[src/rtl/pipe_pkg.sv]
// Shared definitions for the pipelined CPU front end: opcode constants,
// instruction-class encodings, the bubble word and the fetch-state enum.
package pipe_pkg;

  localparam int unsigned XLEN   = 32;
  localparam int unsigned OP_W   = 6;
  localparam int unsigned TYPE_W = 4;
  localparam int unsigned NUM_W  = 4;

  localparam logic [XLEN-1:0] NOP_INST = 32'h0000_0000;

  // Opcode field [31:26]
  localparam logic [OP_W-1:0] OP_RTYPE = 6'h00;
  localparam logic [OP_W-1:0] OP_J     = 6'h02;
  localparam logic [OP_W-1:0] OP_JAL   = 6'h03;
  localparam logic [OP_W-1:0] OP_BEQ   = 6'h04;
  localparam logic [OP_W-1:0] OP_BNE   = 6'h05;
  localparam logic [OP_W-1:0] OP_ADDI  = 6'h08;
  localparam logic [OP_W-1:0] OP_LUI   = 6'h0F;
  localparam logic [OP_W-1:0] OP_LW    = 6'h23;
  localparam logic [OP_W-1:0] OP_SW    = 6'h2B;

  // Instruction classes carried alongside the IF/ID instruction
  localparam logic [TYPE_W-1:0] INS_TYPE_NONE   = 4'd0;
  localparam logic [TYPE_W-1:0] INS_TYPE_RTYPE  = 4'd1;
  localparam logic [TYPE_W-1:0] INS_TYPE_LOAD   = 4'd2;
  localparam logic [TYPE_W-1:0] INS_TYPE_STORE  = 4'd3;
  localparam logic [TYPE_W-1:0] INS_TYPE_BRANCH = 4'd4;
  localparam logic [TYPE_W-1:0] INS_TYPE_JUMP   = 4'd5;
  localparam logic [TYPE_W-1:0] INS_TYPE_ALUI   = 4'd6;
  localparam logic [TYPE_W-1:0] INS_TYPE_OTHER  = 4'd15;

  typedef enum logic [0:0] {
    FETCH_REQ  = 1'b0,
    FETCH_HOLD = 1'b1
  } fetch_state_t;

  // Word acked while ID was stalled, parked until the stall releases
  typedef struct packed {
    logic [XLEN-1:0] inst;
    logic [XLEN-1:0] pc4;
  } skid_t;

endpackage

[src/rtl/ins_classifier.sv]
// Combinational instruction classifier shared by if_stage and id_stage.
//   inst       : 32-bit instruction word
//   ins_type_c : 4-bit class (INS_TYPE_*), 0 for the all-zero word
module ins_classifier
  import pipe_pkg::*;
(
  input  logic [XLEN-1:0]   inst,
  output logic [TYPE_W-1:0] ins_type_c
);

  logic [OP_W-1:0] opcode;

  assign opcode = inst[31:26];

  // Opcode decode; the all-zero word is a bubble, not an R-type
  always_comb begin
    ins_type_c = INS_TYPE_OTHER;
    if (inst == NOP_INST) begin
      ins_type_c = INS_TYPE_NONE;
    end else begin
      case (opcode) inside
        OP_RTYPE:         ins_type_c = INS_TYPE_RTYPE;
        OP_LW:            ins_type_c = INS_TYPE_LOAD;
        OP_SW:            ins_type_c = INS_TYPE_STORE;
        OP_BEQ, OP_BNE:   ins_type_c = INS_TYPE_BRANCH;
        OP_J, OP_JAL:     ins_type_c = INS_TYPE_JUMP;
        [OP_ADDI:OP_LUI]: ins_type_c = INS_TYPE_ALUI;
        default:          ins_type_c = INS_TYPE_OTHER;
      endcase
    end
  end

endmodule

[src/rtl/if_stage.sv]
// Instruction-fetch stage: owns the PC, drives the imem request/ack port,
// parks a word in a one-entry skid buffer when ID stalls, and holds IF/ID.
//   clk, rst                 : clock, synchronous active-low reset
//   cu_wpcir                 : 1 = advance, 0 = stall PC and IF/ID
//   cu_branch, branch_target : redirect fetch (wins over stall)
//   imem_req, imem_addr      : fetch request and address (address == PC)
//   imem_rdata, imem_ack     : returned word for the current address
//   if_inst, if_pc4, if_valid, IF_ins_type, IF_ins_number : IF/ID register
module if_stage #(
  parameter logic [31:0] RESET_PC = 32'h0000_0000,
  parameter logic [31:0] NOP_INST = pipe_pkg::NOP_INST
) (
  input  logic        clk,
  input  logic        rst,
  input  logic        cu_wpcir,
  input  logic        cu_branch,
  input  logic [31:0] branch_target,
  output logic        imem_req,
  output logic [31:0] imem_addr,
  input  logic [31:0] imem_rdata,
  input  logic        imem_ack,
  output logic [31:0] if_inst,
  output logic [31:0] if_pc4,
  output logic        if_valid,
  output logic [3:0]  IF_ins_type,
  output logic [3:0]  IF_ins_number
);

  import pipe_pkg::*;

  fetch_state_t      state, state_d;
  logic [XLEN-1:0]   pc, pc_d;
  logic [XLEN-1:0]   pc_plus4;
  logic [XLEN-1:0]   target_aligned;
  skid_t             skid, skid_d;
  logic [XLEN-1:0]   fetch_word;
  logic [XLEN-1:0]   fetch_pc4;
  logic [TYPE_W-1:0] fetch_type_c;
  logic [XLEN-1:0]   inst_d;
  logic [XLEN-1:0]   pc4_d;
  logic              valid_d;
  logic [TYPE_W-1:0] type_d;
  logic [NUM_W-1:0]  num_d;
  logic              load;
  logic              bubble;

  assign imem_addr      = pc;
  assign imem_req       = (state == FETCH_REQ);
  assign pc_plus4       = pc + 32'd4;
  assign target_aligned = {branch_target[31:2], 2'b00};

  // Word headed for IF/ID: the parked one when leaving HOLD, else memory
  assign fetch_word = (state == FETCH_HOLD) ? skid.inst : imem_rdata;
  assign fetch_pc4  = (state == FETCH_HOLD) ? skid.pc4  : pc_plus4;

  ins_classifier u_classifier (
    .inst       (fetch_word),
    .ins_type_c (fetch_type_c)
  );

  // Next-state, PC, skid and IF/ID update
  always_comb begin
    state_d = state;
    pc_d    = pc;
    skid_d  = skid;
    inst_d  = if_inst;
    pc4_d   = if_pc4;
    valid_d = if_valid;
    type_d  = IF_ins_type;
    num_d   = IF_ins_number;
    load    = 1'b0;
    bubble  = 1'b0;

    case (state)
      FETCH_REQ: begin
        if (cu_branch) begin
          // Any ack this cycle belongs to the wrong path and is dropped
          pc_d   = target_aligned;
          bubble = 1'b1;
        end else if (imem_ack && cu_wpcir) begin
          load = 1'b1;
          pc_d = pc_plus4;
        end else if (imem_ack) begin
          skid_d  = '{inst: imem_rdata, pc4: pc_plus4};
          state_d = FETCH_HOLD;
        end else if (cu_wpcir) begin
          bubble = 1'b1;
        end
      end
      FETCH_HOLD: begin
        if (cu_branch) begin
          pc_d    = target_aligned;
          skid_d  = '0;
          bubble  = 1'b1;
          state_d = FETCH_REQ;
        end else if (cu_wpcir) begin
          load    = 1'b1;
          pc_d    = pc_plus4;
          state_d = FETCH_REQ;
        end
      end
      default: state_d = FETCH_REQ;
    endcase

    if (bubble) begin
      inst_d  = NOP_INST;
      valid_d = 1'b0;
      type_d  = INS_TYPE_NONE;
    end
    if (load) begin
      inst_d  = fetch_word;
      pc4_d   = fetch_pc4;
      valid_d = 1'b1;
      type_d  = fetch_type_c;
      num_d   = NUM_W'(IF_ins_number + 4'd1);
    end
  end

  // State, PC, skid and IF/ID registers
  always_ff @(posedge clk) begin
    if (!rst) begin
      state         <= FETCH_REQ;
      pc            <= RESET_PC;
      skid          <= '0;
      if_inst       <= NOP_INST;
      if_pc4        <= '0;
      if_valid      <= 1'b0;
      IF_ins_type   <= INS_TYPE_NONE;
      IF_ins_number <= '0;
    end else begin
      state         <= state_d;
      pc            <= pc_d;
      skid          <= skid_d;
      if_inst       <= inst_d;
      if_pc4        <= pc4_d;
      if_valid      <= valid_d;
      IF_ins_type   <= type_d;
      IF_ins_number <= num_d;
    end
  end

endmodule
[config.mk]
export PLATFORM = sky130hd
export DESIGN_NAME = if_stage
export DESIGN_NICKNAME = d
export VERILOG_FILES = /design/src/rtl/pipe_pkg.sv /design/src/rtl/ins_classifier.sv /design/src/rtl/if_stage.sv
export SDC_FILE = /design/constraint.sdc
export NUM_CORES = 1
export LEC_CHECK = 0
export ABC_CLOCK_PERIOD_IN_PS = 3600
export CAP_MARGIN = 20
export CELL_PAD_IN_SITES_DETAIL_PLACEMENT = 1
export CELL_PAD_IN_SITES_GLOBAL_PLACEMENT = 1
export CORE_UTILIZATION = 37
export DETAILED_ROUTE_END_ITERATION = 8
export GPL_TIMING_DRIVEN = 0
export PLACE_DENSITY = 0.85
export SLEW_MARGIN = 20
export SYNTH_ARGS = -nofsm -noshare
export SYNTH_HDL_FRONTEND = slang
export SYNTH_SLANG_ARGS = --single-unit
[constraint.sdc]
create_clock -name clk -period 3.6 [get_ports clk]
set_clock_uncertainty 0.05 [all_clocks]
set_input_delay 0.36 -clock clk [delete_from_list [all_inputs] [get_ports clk]]
set_output_delay 0.36 -clock clk [all_outputs]
set_load 0.05 [all_outputs]
==> results of run 1 <==
==> registers in the layout, summed over array words and instances, names as in the netlist <==
name,flops
IF_ins_number,4
if_pc4,30
if_valid,1
if_inst,32
skid,62
IF_ins_type,4
imem_addr,30
state,1
==> final cells by class <==
| cell class | instances | area, um2 |
|---|---|---|
| inverters | 13 | 52.6 |
| plain buffers | 86 | 369 |
| clock inverters | 15 | 161 |
| clock buffers | 17 | 425 |
| flip-flops and latches | 164 | 3280 |
| multi-input cells | 750 | 4100 |
| well taps | 270 | 338 |
| repair buffers | 167 | 1670 |
| fillers | 2521 | 10000 |
==> worst min path at each step <==
stage	from	to	slack, ns	cells past startpoint
2_1_floorplan	skid[24]	skid[24]	0.38	2
3_3_place_gp	if_valid	if_valid	0.38	2
3_5_place_dp	IF_ins_type[2]	IF_ins_type[2]	0.40	2
4_1_cts	cu_wpcir	state	0.25	2
5_1_grt	cu_wpcir	state	0.28	2
6_report	cu_wpcir	state	0.27	2
==> metal layers <==
layer	global-route usage, %	vias up	part of all wire (%)	wire (um)
li1	-	3972	-	-
met1	39.7	4373	44	14200
met2	49.5	314	48	15300
met3	4.29	55	5.8	1860
met4	10.1	0	2.6	823
met5	0	-	0	0
==> cell families (layout without fill, tap and decap cells) <==
group	after synthesis	count (layout)	synth area share, %
AOI/OAI and AO/OA	290	290	22.2
xor gates and xnor gates	18	18	2.03
adders and majority gates	3	3	0.483
buffers and inverters	100	298	5.32
DFF	164	164	42.3
muxes	12	12	1.56
other	1	4	0.0483
and+or+nand+nor	423	423	26.1
==> per-stage QoR <==
stage	cells	total power (W)	hold slack [ns]	setup WS, ns	TNS [ns]
global route	1482	0.00473	0.282	0.148	0
global placement	1450	0.00273	0.380	-0.933	-13.06
finish	1482	0.00460	0.269	0.234	0
CTS	1483	0.00459	0.249	0.0677	0
detailed placement	1450	0.00275	0.396	-1.02	-19.01
floorplan	1014	0.00242	0.381	0.514	0
==> cells in the mapped netlist, types with 4 or more instances <==
cell      instances
o221ai_1          5
o21ai_0          89
nor2b_1          32
o211ai_1         10
xnor2_1          13
nand2_1         167
clkbuf_1         66
buf_1             4
a22oi_1          18
a31oi_1           9
and2_1            4
o31a_1           10
a21oi_1         102
mux2i_1          11
nor3_1           28
buf_4             4
o21a_1            9
nor4_1           27
nand3_1          55
dfxtp_1         164
nand2b_1         10
or3_1             4
xor2_1            5
inv_1            12
o31ai_1          13
o22ai_1           5
nand4_1          11
nor2_1           59
or4_1             5
buf_2            10
and3_1            4
==> repair_timing <==
item,in CTS,in global routing
setup buffers,1,0
gates cloned,0,0
endpoints found under the setup margin,86,76
pin swaps,1,0
resized for setup,4,11
==> where the power goes <==
group,switching [W],internal [W],leakage [nW]
Clock,0.000888,0.000986,0.284
Combinational,0.000504,0.000266,1.88
Sequential,0.0000774,0.00188,1.33
Total,0.00147,0.00313,3.50
==> flow_metrics.env, run 1 <==
export IMPL_leakage_nw=3.50
export IMPL_ir_drop_mv=0.321
export IMPL_syn_to_final_growth_pct=33.8
export IMPL_ys_warn_count=0
export IMPL_clk_latency_ns=0.44
export IMPL_cts_hold_buffers=0
export IMPL_drt_wl_total_mm=32.2
export IMPL_r2r_start="state"
export IMPL_cp_arrival_ns=3.60
export IMPL_synth_cell_types=61
export IMPL_dpl_hpwl_mm=24.0
export IMPL_relSlewSlack_pct=42.5
export IMPL_avgSynthCellArea_um2=7.68
export IMPL_rsz0062_at_grt="no"
export IMPL_endpoint_kind="flop"
export IMPL_critPathBufInv=5
export IMPL_synth_edf_count=0
export IMPL_synth_top_area_cell="dfxtp_1"
export IMPL_cts_max_path_buffers=2
export IMPL_crit_family="buffers and inverters"
export IMPL_cts_tree="yes"
export IMPL_required_ns=3.83
export IMPL_synth_top_area_share_pct=42.3
export IMPL_initial_core_util_pct=38.0
export IMPL_setup_viol=0
export IMPL_critPathMaxStageDelay_ns=0.68
export IMPL_htreeDepth=4
export IMPL_min_period_ns=3.37
export IMPL_track_usage_pct=29.8
export IMPL_r2r_setup_slack_ns=0.34
export IMPL_crit_end="imem_addr[17]"
export IMPL_post_route_cell_area_um2=10400
export IMPL_drv_slew=0
export IMPL_ioPinCount=175
export IMPL_layout_common_cells="167 x nand2_1, 166 x clkdlybuf4s50_1, 164 x dfxtp_1, 102 x a21oi_1, 89 x o21ai_0"
export IMPL_r2r_end="skid[30]"
export IMPL_syn_cell_area_um2=7770
export IMPL_synth_seq_cells=164
export IMPL_cp_depth=8
export IMPL_fmax_ghz=0.297
export IMPL_grt_overflow=0
export IMPL_start_kind="input port"
export IMPL_clk_pin_slew_ns=0.07
export IMPL_cts_sinks=164
export IMPL_antenna_found_initial=0
export IMPL_synth_area_leaders="dfxtp_1 42%, nand2_1 8.1%, a21oi_1 6.6%, o21ai_0 5.7%, nand3_1 3.5%"
export IMPL_gp_congestion=0.918
export IMPL_drive_gt1_share_pct=5.78
export IMPL_rr_worst_depth=10
export IMPL_row_count=52
export IMPL_coreArea_um2=20400
export IMPL_status="finished clean"
export IMPL_drc_errors=0
export IMPL_io_buffers=166
export IMPL_placed_area_um2=9780
export IMPL_finalCritPeriodShare_pct=93.5
export IMPL_drtIter0Drc=662
export IMPL_vias_per_cell=5.88
export IMPL_max_cap_violations=0
export IMPL_hold_path_class="input port to flop"
export IMPL_ant_nets=0
export IMPL_chipWidth_um=147
export IMPL_path_common_cell="clkbuf_1"
export IMPL_crit_path_max_fanout=10
export IMPL_cp_slowest_cell="clkbuf_1"
export IMPL_cts_root_buffer="clkbuf_16"
export IMPL_critPathKind="input port to flop"
export IMPL_cts_buffers=17
export IMPL_nets=1271
export IMPL_path_cells="clkdlybuf4s50_1 -> inv_1 -> clkbuf_1 -> ha_1 -> a22o_1 -> clkbuf_1 -> buf_1 -> o221ai_1"
export IMPL_synth_ff_type="dfxtp_1"
export IMPL_async_reset_ff_share_pct=0
export IMPL_grt_pass1_wl_mm=49.4
export IMPL_grt_pass1_vias=8771
export IMPL_antenna_cells=0
export IMPL_ys_seq_area_share_pct=42.3
export IMPL_startpoint="cu_branch"
export IMPL_grt_max_degree=18
export IMPL_layout_cells_most_common="nand2_1"
export IMPL_fin_util_pct=50.9
export IMPL_die_area_um2=21600
export IMPL_tightest_slew_ns=0.863
export IMPL_synthCells=1011
export IMPL_vias=8714
export IMPL_die_y_um=147
export IMPL_cellPowerDensity_nw_per_um2=443
export IMPL_wl_per_cell_um=21.8
export IMPL_hold_viol_final=0
export IMPL_firstDrtPassIters=5
Note: power is estimated with default switching activity, not from simulation.
==> run 2, diff against run 1 <==
- GPL_TIMING_DRIVEN: 0 -> unset
==> run 2 against run 1 <==
Against the previous run:
- via count decreased by 7.8%
- core utilization fell by 0.73 points
- critical endpoint is now imem_req
- sequential share of layout area grew 0.50 points
- global-route usage decreased by 4.6 points
- worst hold slack improved by 0.12 ns
- count of clock-buffer cells in the layout grew 1
- critical path depth is 5 lower
- wire length decreased by 15%
- combinational power is 8.6% lower
- largest cell class unchanged
- die area unchanged
- final area fell by 1.4%
- clock power grew 11%
==> flow_metrics.env, run 2 (synthesis gave the netlist of run 1 again) <==
export IMPL_status="finished clean"
export IMPL_syn_to_final_growth_pct=31.9
export IMPL_reg_top3="skid: 62 flops, if_inst: 32 flops"
export IMPL_max_flop_register="skid"
export IMPL_drc_errors=0
export IMPL_r2r_start="imem_addr[2]"
export IMPL_drtIter0Drc=505
export IMPL_vias=8037
export IMPL_layout_cells_most_common="nand2_1"
export IMPL_drv_slew=0
export IMPL_nets=1203
export IMPL_largest_reg_flops=62
export IMPL_relSlewSlack_pct=48.4
export IMPL_r2r_setup_slack_ns=0.90
export IMPL_cts_root_buffer="clkbuf_16"
export IMPL_hold_path_class="input port to flop"
export IMPL_required_ns=3.19
export IMPL_grt_pass1_vias=8025
export IMPL_setup_viol=0
export IMPL_dpl_hpwl_mm=18.3
export IMPL_ir_drop_mv=0.296
export IMPL_grt_max_degree=67
export IMPL_setup_tns_ns=0
export IMPL_ioPinCount=175
export IMPL_endpoint_kind="output pin"
export IMPL_initial_core_util_pct=38.0
export IMPL_crit_path_max_fanout=47
export IMPL_drive_gt1_share_pct=5.86
export IMPL_wl_per_cell_um=19.3
export IMPL_start_kind="flop"
export IMPL_post_cts_resized=0
export IMPL_drt_wl_total_mm=27.3
export IMPL_rr_worst_depth=6
export IMPL_chipWidth_um=147
export IMPL_htreeDepth=4
export IMPL_hold_path_depth=3
export IMPL_hold_viol_final=0
export IMPL_hold_slack_ns=0.394
export IMPL_cts_buffers=17
export IMPL_fmax_ghz=0.365
export IMPL_post_route_cell_area_um2=10200
export IMPL_cts_tree="yes"
export IMPL_firstDrtPassIters=4
export IMPL_gp_congestion=0.845
export IMPL_cts_setup_buffers=0
export IMPL_tightest_slew_ns=0.771
export IMPL_r2r_end="if_pc4[22]"
export IMPL_min_period_ns=2.74
export IMPL_antenna_found_initial=1
export IMPL_row_count=52
export IMPL_die_y_um=147
export IMPL_coreArea_um2=20400
export IMPL_ant_nets=0
export IMPL_vias_per_cell=5.68
export IMPL_finalCritPeriodShare_pct=76.0
export IMPL_fin_ws_ns=0.863
export IMPL_grt_overflow=0
export IMPL_die_area_um2=21600
export IMPL_cts_hold_buffers=0
export IMPL_cellPowerDensity_nw_per_um2=463
export IMPL_clk_pin_slew_ns=0.07
export IMPL_track_usage_pct=25.2
export IMPL_max_cap_violations=0
export IMPL_worstHoldStart="rst"
export IMPL_hold_end="imem_addr[13]"
export IMPL_rsz0062_at_grt="no"
export IMPL_cts_max_path_buffers=2
export IMPL_leakage_nw=3.43
export IMPL_clk_latency_ns=0.44
export IMPL_multi_input_area_um2=4110
export IMPL_io_buffers=168
export IMPL_cp_arrival_ns=2.33
export IMPL_cts_sinks=164
export IMPL_placed_area_um2=9580
export IMPL_seq_area_um2=3290
export IMPL_critPathKind="flop to output pin"
export IMPL_layout_common_cells="167 x nand2_1, 166 x clkdlybuf4s50_1, 163 x dfxtp_1, 102 x a21oi_1, 89 x o21ai_0"
export IMPL_fillers=2462
export IMPL_dp_slack_ns=0.889
export IMPL_grt_pass1_wl_mm=43.0
## run 2: where the power goes
part           internal, W  switching, W  total [W]
combinational     0.000256      0.000448   0.000704
sequential         0.00188     0.0000856    0.00197
clock              0.00126      0.000812    0.00207
## run 2: how the worst max path moves through the flow
stage	start	end	slack, ns	depth (start not counted)
2_1_floorplan	state	skid[20]	0.51	11
3_3_place_gp	cu_branch	skid[31]	0.95	6
3_5_place_dp	cu_branch	skid[8]	0.89	8
4_1_cts	state	imem_req	0.86	3
5_1_grt	imem_addr[2]	if_pc4[16]	0.66	6
6_report	state	imem_req	0.86	3
## run 2: critical path, stage by stage (launching register included)
cell and delay [ns]:
dfxtp_4 0.71, clkinv_1 0.19, buf_4 0.26, clkdlybuf4s50_1 0.72
## run 2: per-layer routing
metal	wire length, um	GRT usage, %	up-vias
met3	1190	4.50	38
met4	602	8.61	0
met5	0	0	-
met1	12200	32.0	3956
met2	13300	43.1	216
li1	-	-	3827
## run 2: per-stage QoR
| stage | instances | power, W | util (%) |
|---|---|---|---|
| floorplan | 1014 | 0.00242 | - |
| global placement | 1382 | 0.00268 | 46.9 |
| detailed placement | 1382 | 0.00270 | 46.9 |
| CTS | 1414 | 0.00476 | 50.1 |
| global route | 1415 | 0.00491 | 50.1 |
| finish | 1415 | 0.00474 | 50.1 |
## run 2: final cells by class
type | count | share of cell area, %
diodes | 1 | 0.0244
clock inverters | 14 | 2.16
clock buffers | 18 | 4.29
well taps | 270 | 3.30
inverters | 13 | 0.476
flip-flops and latches | 164 | 32.1
repair buffers | 185 | 17.6
multi-input cells | 750 | 40.1
